[config.mk]
export PLATFORM = sky130hd
export DESIGN_NAME = vga_fb_reader
export DESIGN_NICKNAME = d
export VERILOG_FILES = /design/src/rtl/vga_fb_reader.sv
export SDC_FILE = /design/constraint.sdc
export NUM_CORES = 2
export LEC_CHECK = 0
export CAP_MARGIN = 15
export CORE_MARGIN = 5
export CORE_UTILIZATION = 50
export CTS_CLUSTER_DIAMETER = 40
export CTS_CLUSTER_SIZE = 28
export DETAILED_ROUTE_END_ITERATION = 10
export PLACE_DENSITY = 0.65
export SETUP_SLACK_MARGIN = 0.5
export SYNTH_ARGS = -nofsm -noshare
export SYNTH_HDL_FRONTEND = slang
export SYNTH_SLANG_ARGS = --single-unit
[constraint.sdc]
create_clock -name pixClock -period 4.84 [get_ports pixClock]
set_input_delay 0.968 -clock pixClock [delete_from_list [all_inputs] [get_ports pixClock]]
set_output_delay 0.968 -clock pixClock [all_outputs]
set_load 0.01 [all_outputs]
[src/rtl/vga_fb_reader.sv]
// VGA scan-out from a double-buffered 320x240 RGB444 frame memory, 2x upscaled to 640x480.
// Even output lines fetch from memory into a line buffer; odd lines replay it. Fixed 3-cycle latency.
module vga_fb_reader (
    input  logic        pixClock,
    input  logic        resetN,
    input  logic [10:0] hCount,
    input  logic [9:0]  vCount,
    input  logic        hSyncIn,
    input  logic        vSyncIn,
    input  logic        swapReq,
    output logic        swapAck,
    output logic [17:0] memAddr,
    output logic        memRdEn,
    input  logic [11:0] memData,
    output logic [3:0]  red,
    output logic [3:0]  green,
    output logic [3:0]  blue,
    output logic        hSync,
    output logic        vSync,
    output logic        pixActive
);

    localparam logic [17:0] BUF1_BASE = 18'd76800;

    logic [10:0] hx;
    logic [9:0]  vy;
    logic [8:0]  src_x;
    logic [7:0]  src_y;
    logic        in_win, fetch_line, rd_go, frame_start;
    logic [17:0] addr_nxt;

    logic        bufSel, lb_valid;
    logic        act1, fetch1, hs1, vs1;
    logic [8:0]  srcx1;
    logic        act2, fetch2, hs2, vs2, rd2;
    logic [8:0]  srcx2;
    logic [11:0] lb_q, pix;
    logic [11:0] lbuf [0:319];

    always_comb begin
        hx          = hCount - 11'd144;
        vy          = vCount - 10'd35;
        src_x       = 9'(hx >> 1);
        src_y       = 8'(vy >> 1);
        in_win      = (hCount >= 11'd144) && (hCount <= 11'd783) &&
                      (vCount >= 10'd35)  && (vCount <= 10'd514);
        fetch_line  = ~vy[0];
        rd_go       = in_win && fetch_line && ~hx[0];
        frame_start = (hCount == 11'd0) && (vCount == 10'd0);
        // srcY*320 as two shifts
        addr_nxt    = (bufSel ? BUF1_BASE : 18'd0)
                    + {2'b00, src_y, 8'b0}
                    + {4'b0000, src_y, 6'b0}
                    + {9'b0, src_x};
    end

    // Stage 1: address/strobe, buffer select, replay gating
    always_ff @(posedge pixClock or negedge resetN) begin
        if (!resetN) begin
            memRdEn  <= 1'b0;
            memAddr  <= 18'd0;
            bufSel   <= 1'b0;
            swapAck  <= 1'b0;
            lb_valid <= 1'b0;
            act1     <= 1'b0;
            fetch1   <= 1'b0;
            hs1      <= 1'b0;
            vs1      <= 1'b0;
            srcx1    <= 9'd0;
        end else begin
            memRdEn <= rd_go;
            if (rd_go)
                memAddr <= addr_nxt;
            swapAck <= frame_start && swapReq;
            if (frame_start && swapReq)
                bufSel <= ~bufSel;
            // line buffer only trusted once a fetch line was read from its first pixel
            if (rd_go && hx == 11'd0)
                lb_valid <= 1'b1;
            act1   <= in_win && (fetch_line || lb_valid);
            fetch1 <= fetch_line;
            hs1    <= hSyncIn;
            vs1    <= vSyncIn;
            srcx1  <= src_x;
        end
    end

    // Stage 2: memory word arrives / line buffer read
    always_ff @(posedge pixClock or negedge resetN) begin
        if (!resetN) begin
            act2   <= 1'b0;
            fetch2 <= 1'b0;
            hs2    <= 1'b0;
            vs2    <= 1'b0;
            rd2    <= 1'b0;
            srcx2  <= 9'd0;
        end else begin
            act2   <= act1;
            fetch2 <= fetch1;
            hs2    <= hs1;
            vs2    <= vs1;
            rd2    <= memRdEn;
            srcx2  <= srcx1;
        end
    end

    always_ff @(posedge pixClock) begin
        if (rd2)
            lbuf[srcx2] <= memData;
        lb_q <= lbuf[srcx1];
    end

    // Stage 3: colour out; odd fetch pixels hold the word fetched on the even one
    always_ff @(posedge pixClock or negedge resetN) begin
        if (!resetN) begin
            pix       <= 12'd0;
            pixActive <= 1'b0;
            hSync     <= 1'b0;
            vSync     <= 1'b0;
        end else begin
            if (!act2)
                pix <= 12'd0;
            else if (!fetch2)
                pix <= lb_q;
            else if (rd2)
                pix <= memData;
            pixActive <= act2;
            hSync     <= hs2;
            vSync     <= vs2;
        end
    end

    assign red   = pix[11:8];
    assign green = pix[7:4];
    assign blue  = pix[3:0];

endmodule

==> results.md <==
Run status:
- The flow ran to the end, and the final reports show no timing, DRC or antenna violations.

Power and ir drop:
- The overall power consumption is 78.56 mW.
- The cell area power density is 445.2 mW/mm2.
- For this design the static power due to leakage is 56.46 nW.
- IR analysis of the VDD net gives a maximum drop of 400.9 uV.

CTS:
- Buffers inserted to repair hold after CTS numbered 0.
- Buffers added to address setup during post-CTS repair amount to 0.
- The H-tree was split into 5 levels.
- The buffer depth of the longest clock path is 4.
- The count of instances resized after the clock tree is built is 0.
- The TritonCTS clock tree is done.
- The number of CTS-inserted buffers is 461.
- The clock reaches the later pin of the worst-skew pair after 0.99 ns.
- The cell at the root of the clock tree is sky130_fd_sc_hd__clkbuf_16.
- The sink count of the clock tree is 3916.
- After clock tree synthesis, the clock-pin slew on the worst setup and hold paths is about 0.060 ns.

Logic synthesis:
- The synthesized netlist devotes 1.457% of its cell area to simple gates.
- After Yosys synthesis, full adders, half adders and majority gates account for 0.2157% of the synthesized area.
- The average cell area after synthesis is 22.69 um2.
- In this run the cell area of the synthesized design comes to 0.1508 mm2.
- The portion of synthesized area spent on multiplexers is 17.04%.
- The biggest area contributor in the post-synthesis netlist is sky130_fd_sc_hd__edfxtp_1.
- Of the total synthesized cell area, the portion taken by XOR and XNOR cells is less than 1%.
- By area the synthesized netlist is led by sky130_fd_sc_hd__edfxtp_1, sky130_fd_sc_hd__mux4_2, sky130_fd_sc_hd__mux2i_1.
- The part of the Yosys area used for sequential elements is 77.66%.
- By count the netlist is led by sky130_fd_sc_hd__edfxtp_1, sky130_fd_sc_hd__mux4_2, sky130_fd_sc_hd__nor2_1.
- The synthesized netlist devotes ~2.2% of its cell area to compound gates.
- The count of distinct cell types in the synthesized netlist is 58.
- The dominant combinational cell family by area after synthesis is multiplexers.
- Counting flops with a built-in enable in the synthesized netlist gives 3840.
- The number of cells produced by synthesis is 6648.
- In the post-synthesis netlist, the cell with the most instances is sky130_fd_sc_hd__edfxtp_1.
- The Yosys step of the flow raised 0 warnings.
- The proportion of netlist area held by the largest area contributor is 76.44%.
- In the synthesized netlist the async set-or-reset flop fraction comes to 1.634%.
- Counting every net in the synthesized netlist gives 6709.
- The flip-flop and latch count after synthesis is 3916.
- Among all flip-flop cells after synthesis, the most frequent one is sky130_fd_sc_hd__edfxtp_1.

STA:
- The worst slew slack as a fraction of its limit is 8.929%.
- The number of max-slew violations in the final report is 0.
- The final period demand of the worst path is 4.335 ns.
- The number of failing setup endpoints in the final timing report is 0.
- Hold is met by roughly 0.12 ns.
- Static timing analysis puts the maximum clock frequency at 0.2307 GHz.
- The sum of negative setup slack is 0 ns.
- The final setup skew is 0.1197 ns.
- The fraction of the cycle the final worst path needs is 89.56%.
- Setup repair after global routing left no endpoint under its margin.
- The pin slew with the least headroom to its limit is 1.354 ns.
- The final setup slack of the worst path is 0.5055 ns.
- The hold violation total from the final report is 0.

Critical path:
- The type of the worst setup path is register to register.
- The peak fanout along the critical path is 38.
- The path depth of the worst reg2reg path is 8.
- The endpoint class of the critical path is a register.
- The endpoint identified for the worst register-to-register timing path is lb_q[1].
- In this run the critical register-to-register path is launched from srcx1[0].
- The data arrival time of the critical path is 5.18 ns.
- The critical path required time is 5.68 ns.
- The worst setup path is launched from a register.
- The setup check on the worst reg-to-reg path leaves a slack of 0.51 ns.

GRT:
- The wire length of the first global-routing pass is between 500000 and 600000 um.
- The overflow left after global routing is 0.
- In the global route stage, overall resource usage came out at a little under a quarter.
- The initial antenna violation count is 14.
- The largest net degree at the start of global routing is 136.
- The via count of the first global-routing pass is 73670.

Floorplan:
- The vertical extent of the die is roughly 560 um.
- The area of the die is 0.3128 mm2.
- The initial core utilization is 50.28%.
- After floorplanning, the core was sized to cover 0.3000 mm2.
- The number of rows created at floorplan is 201.
- Measured along the x axis, the die boundary spans between 500 and 600 um.
- During I/O placement, the number of pins put on the boundary was 73.

Routing:
- The routed wire length per instance is 31.19 um.
- The routed layout has 72880 vias.
- After detailed routing, the total wire length is 365200 um.
- The post-route DRC violation count is 0.
- Before antenna repair, the detailed router went through 8 iterations.
- Using the TritonRoute via totals, the vias-per-cell ratio works out to about 6.2.
- The detail route stage leaves a number of antenna-violating nets equal to 0.
- The initial detailed-routing violation count is 9397.

Layout:
- The net count of the finished layout is 7398.
- The number of standard cells in the final layout excluding fillers is ~12000.
- The area of all placed cells without fillers is 0.1765 mm2.
- The share of final-layout standard cells stronger than drive strength 1 is 32.67%.
- The utilization after layout is 58.81%.
- The area of combinational cells with multiple inputs is 0.03176 mm2.
- Across the whole layout, storage elements account for 0.1172 mm2.
- The synthesis-to-finish area growth is 16.97%.
- After filler insertion, the fill cell instance count of the layout stands at 20890.

Place:
- Routability-driven placement finished with a final weighted congestion of 0.8412.
- The cell count after placement is 10830.
- The post-detailed-placement half-perimeter wirelength is 219600 um.
- OpenSTA, run right after detailed placement, puts the worst setup slack at 0.2128 ns.
- Summing all placed instances gives a cell area of 0.1596 mm2.
- Buffers placed on the I/O ports in this run total just over 70.

Worst hold path:
- The class of the tightest hold or removal check is primary input to async pin.

Run:
- The max-cap violation count is 0.
critical path, stage by stage (launching register included):
cell	delay [ns]
sky130_fd_sc_hd__dfrtp_4	0.65
sky130_fd_sc_hd__buf_12	0.36
sky130_fd_sc_hd__buf_4	0.35
sky130_fd_sc_hd__mux4_2	0.53
sky130_fd_sc_hd__mux2i_1	0.23
sky130_fd_sc_hd__a221oi_1	0.30
sky130_fd_sc_hd__nor4_1	1.22
sky130_fd_sc_hd__a21boi_1	0.32
sky130_fd_sc_hd__a21boi_1	0.22
power by group:
part           switching [mW]  internal, mW  total, mW
registers               0.155          37.3       37.5
logic                    2.52          1.55       4.07
clock network            14.8          22.2       37.0
total                    17.5          61.1       78.6
worst max-delay path by stage:
stage	from	to	slack, ns	cells after the start
2_1_floorplan	hCount[5]	memAddr[16]	1.06	13
5_1_grt	srcx1[0]	lb_q[9]	0.50	11
3_3_place_gp	hCount[4]	memAddr[15]	0.16	17
4_1_cts	srcx1[0]	lb_q[9]	0.61	11
3_5_place_dp	hCount[4]	memAddr[15]	0.21	17
6_report	srcx1[0]	lb_q[1]	0.51	8
logic make-up (layout without fill, tap and decap cells):
family,Yosys count,count (layout)
and+or+nand+nor,534,534
buffers and inverters,418,1518
muxes,1292,1292
DFF,3916,3916
adders and majority gates,23,23
AOI/OAI and AO/OA,447,447
other,0,3
xor gates and xnor gates,18,18
routing by layer:
metal | track usage, % | part of all wire [%] | vias up
met1 | 34.81 | 41 | 39070
met5 | 0 | 0 | -
met2 | 35.82 | 47 | 3517
li1 | - | - | 29710
met3 | 3.972 | 8.9 | 580
met4 | 6.427 | 2.9 | 0
state kept, by name, summed over array words and instances, names as in the netlist, 9 cells and up:
register,flops
lb_q,12
lbuf,3840
memAddr,18
pix,12
srcx1,9
srcx2,9
layout by cell type (no fill, tap or decap), types with 36 or more instances in the layout:
master                               n
sky130_fd_sc_hd__a211oi_1           36
sky130_fd_sc_hd__a21oi_1            45
sky130_fd_sc_hd__a221oi_1           44
sky130_fd_sc_hd__buf_12             55
sky130_fd_sc_hd__buf_4             502
sky130_fd_sc_hd__bufinv_16          77
sky130_fd_sc_hd__clkbuf_16         464
sky130_fd_sc_hd__clkdlybuf4s50_1    59
sky130_fd_sc_hd__clkinv_2           39
sky130_fd_sc_hd__clkinv_4           45
sky130_fd_sc_hd__clkinvlp_4         51
sky130_fd_sc_hd__dfrtp_1            59
sky130_fd_sc_hd__edfxtp_1         3840
sky130_fd_sc_hd__inv_6              77
sky130_fd_sc_hd__mux2_2            104
sky130_fd_sc_hd__mux2i_1           175
sky130_fd_sc_hd__mux4_2           1008
sky130_fd_sc_hd__nand2_1            84
sky130_fd_sc_hd__nor2_1            358
sky130_fd_sc_hd__o21ai_0            72
sky130_fd_sc_hd__o221ai_1           88
sky130_fd_sc_hd__o2bb2ai_1          44
area by class of cell:
type / count / share of cell area [%]
clock buffer: 492 / 6.646
tap: 3958 / 2.807
inverter: 16 / 0.03404
timing repair buffer: 628 / 3.197
antenna: 3 / 0.004255
clock inverter: 382 / 2.909
multi-input combinational: 2314 / 18.00
sequential: 3916 / 66.40
Power figures use the tool's default switching activity.
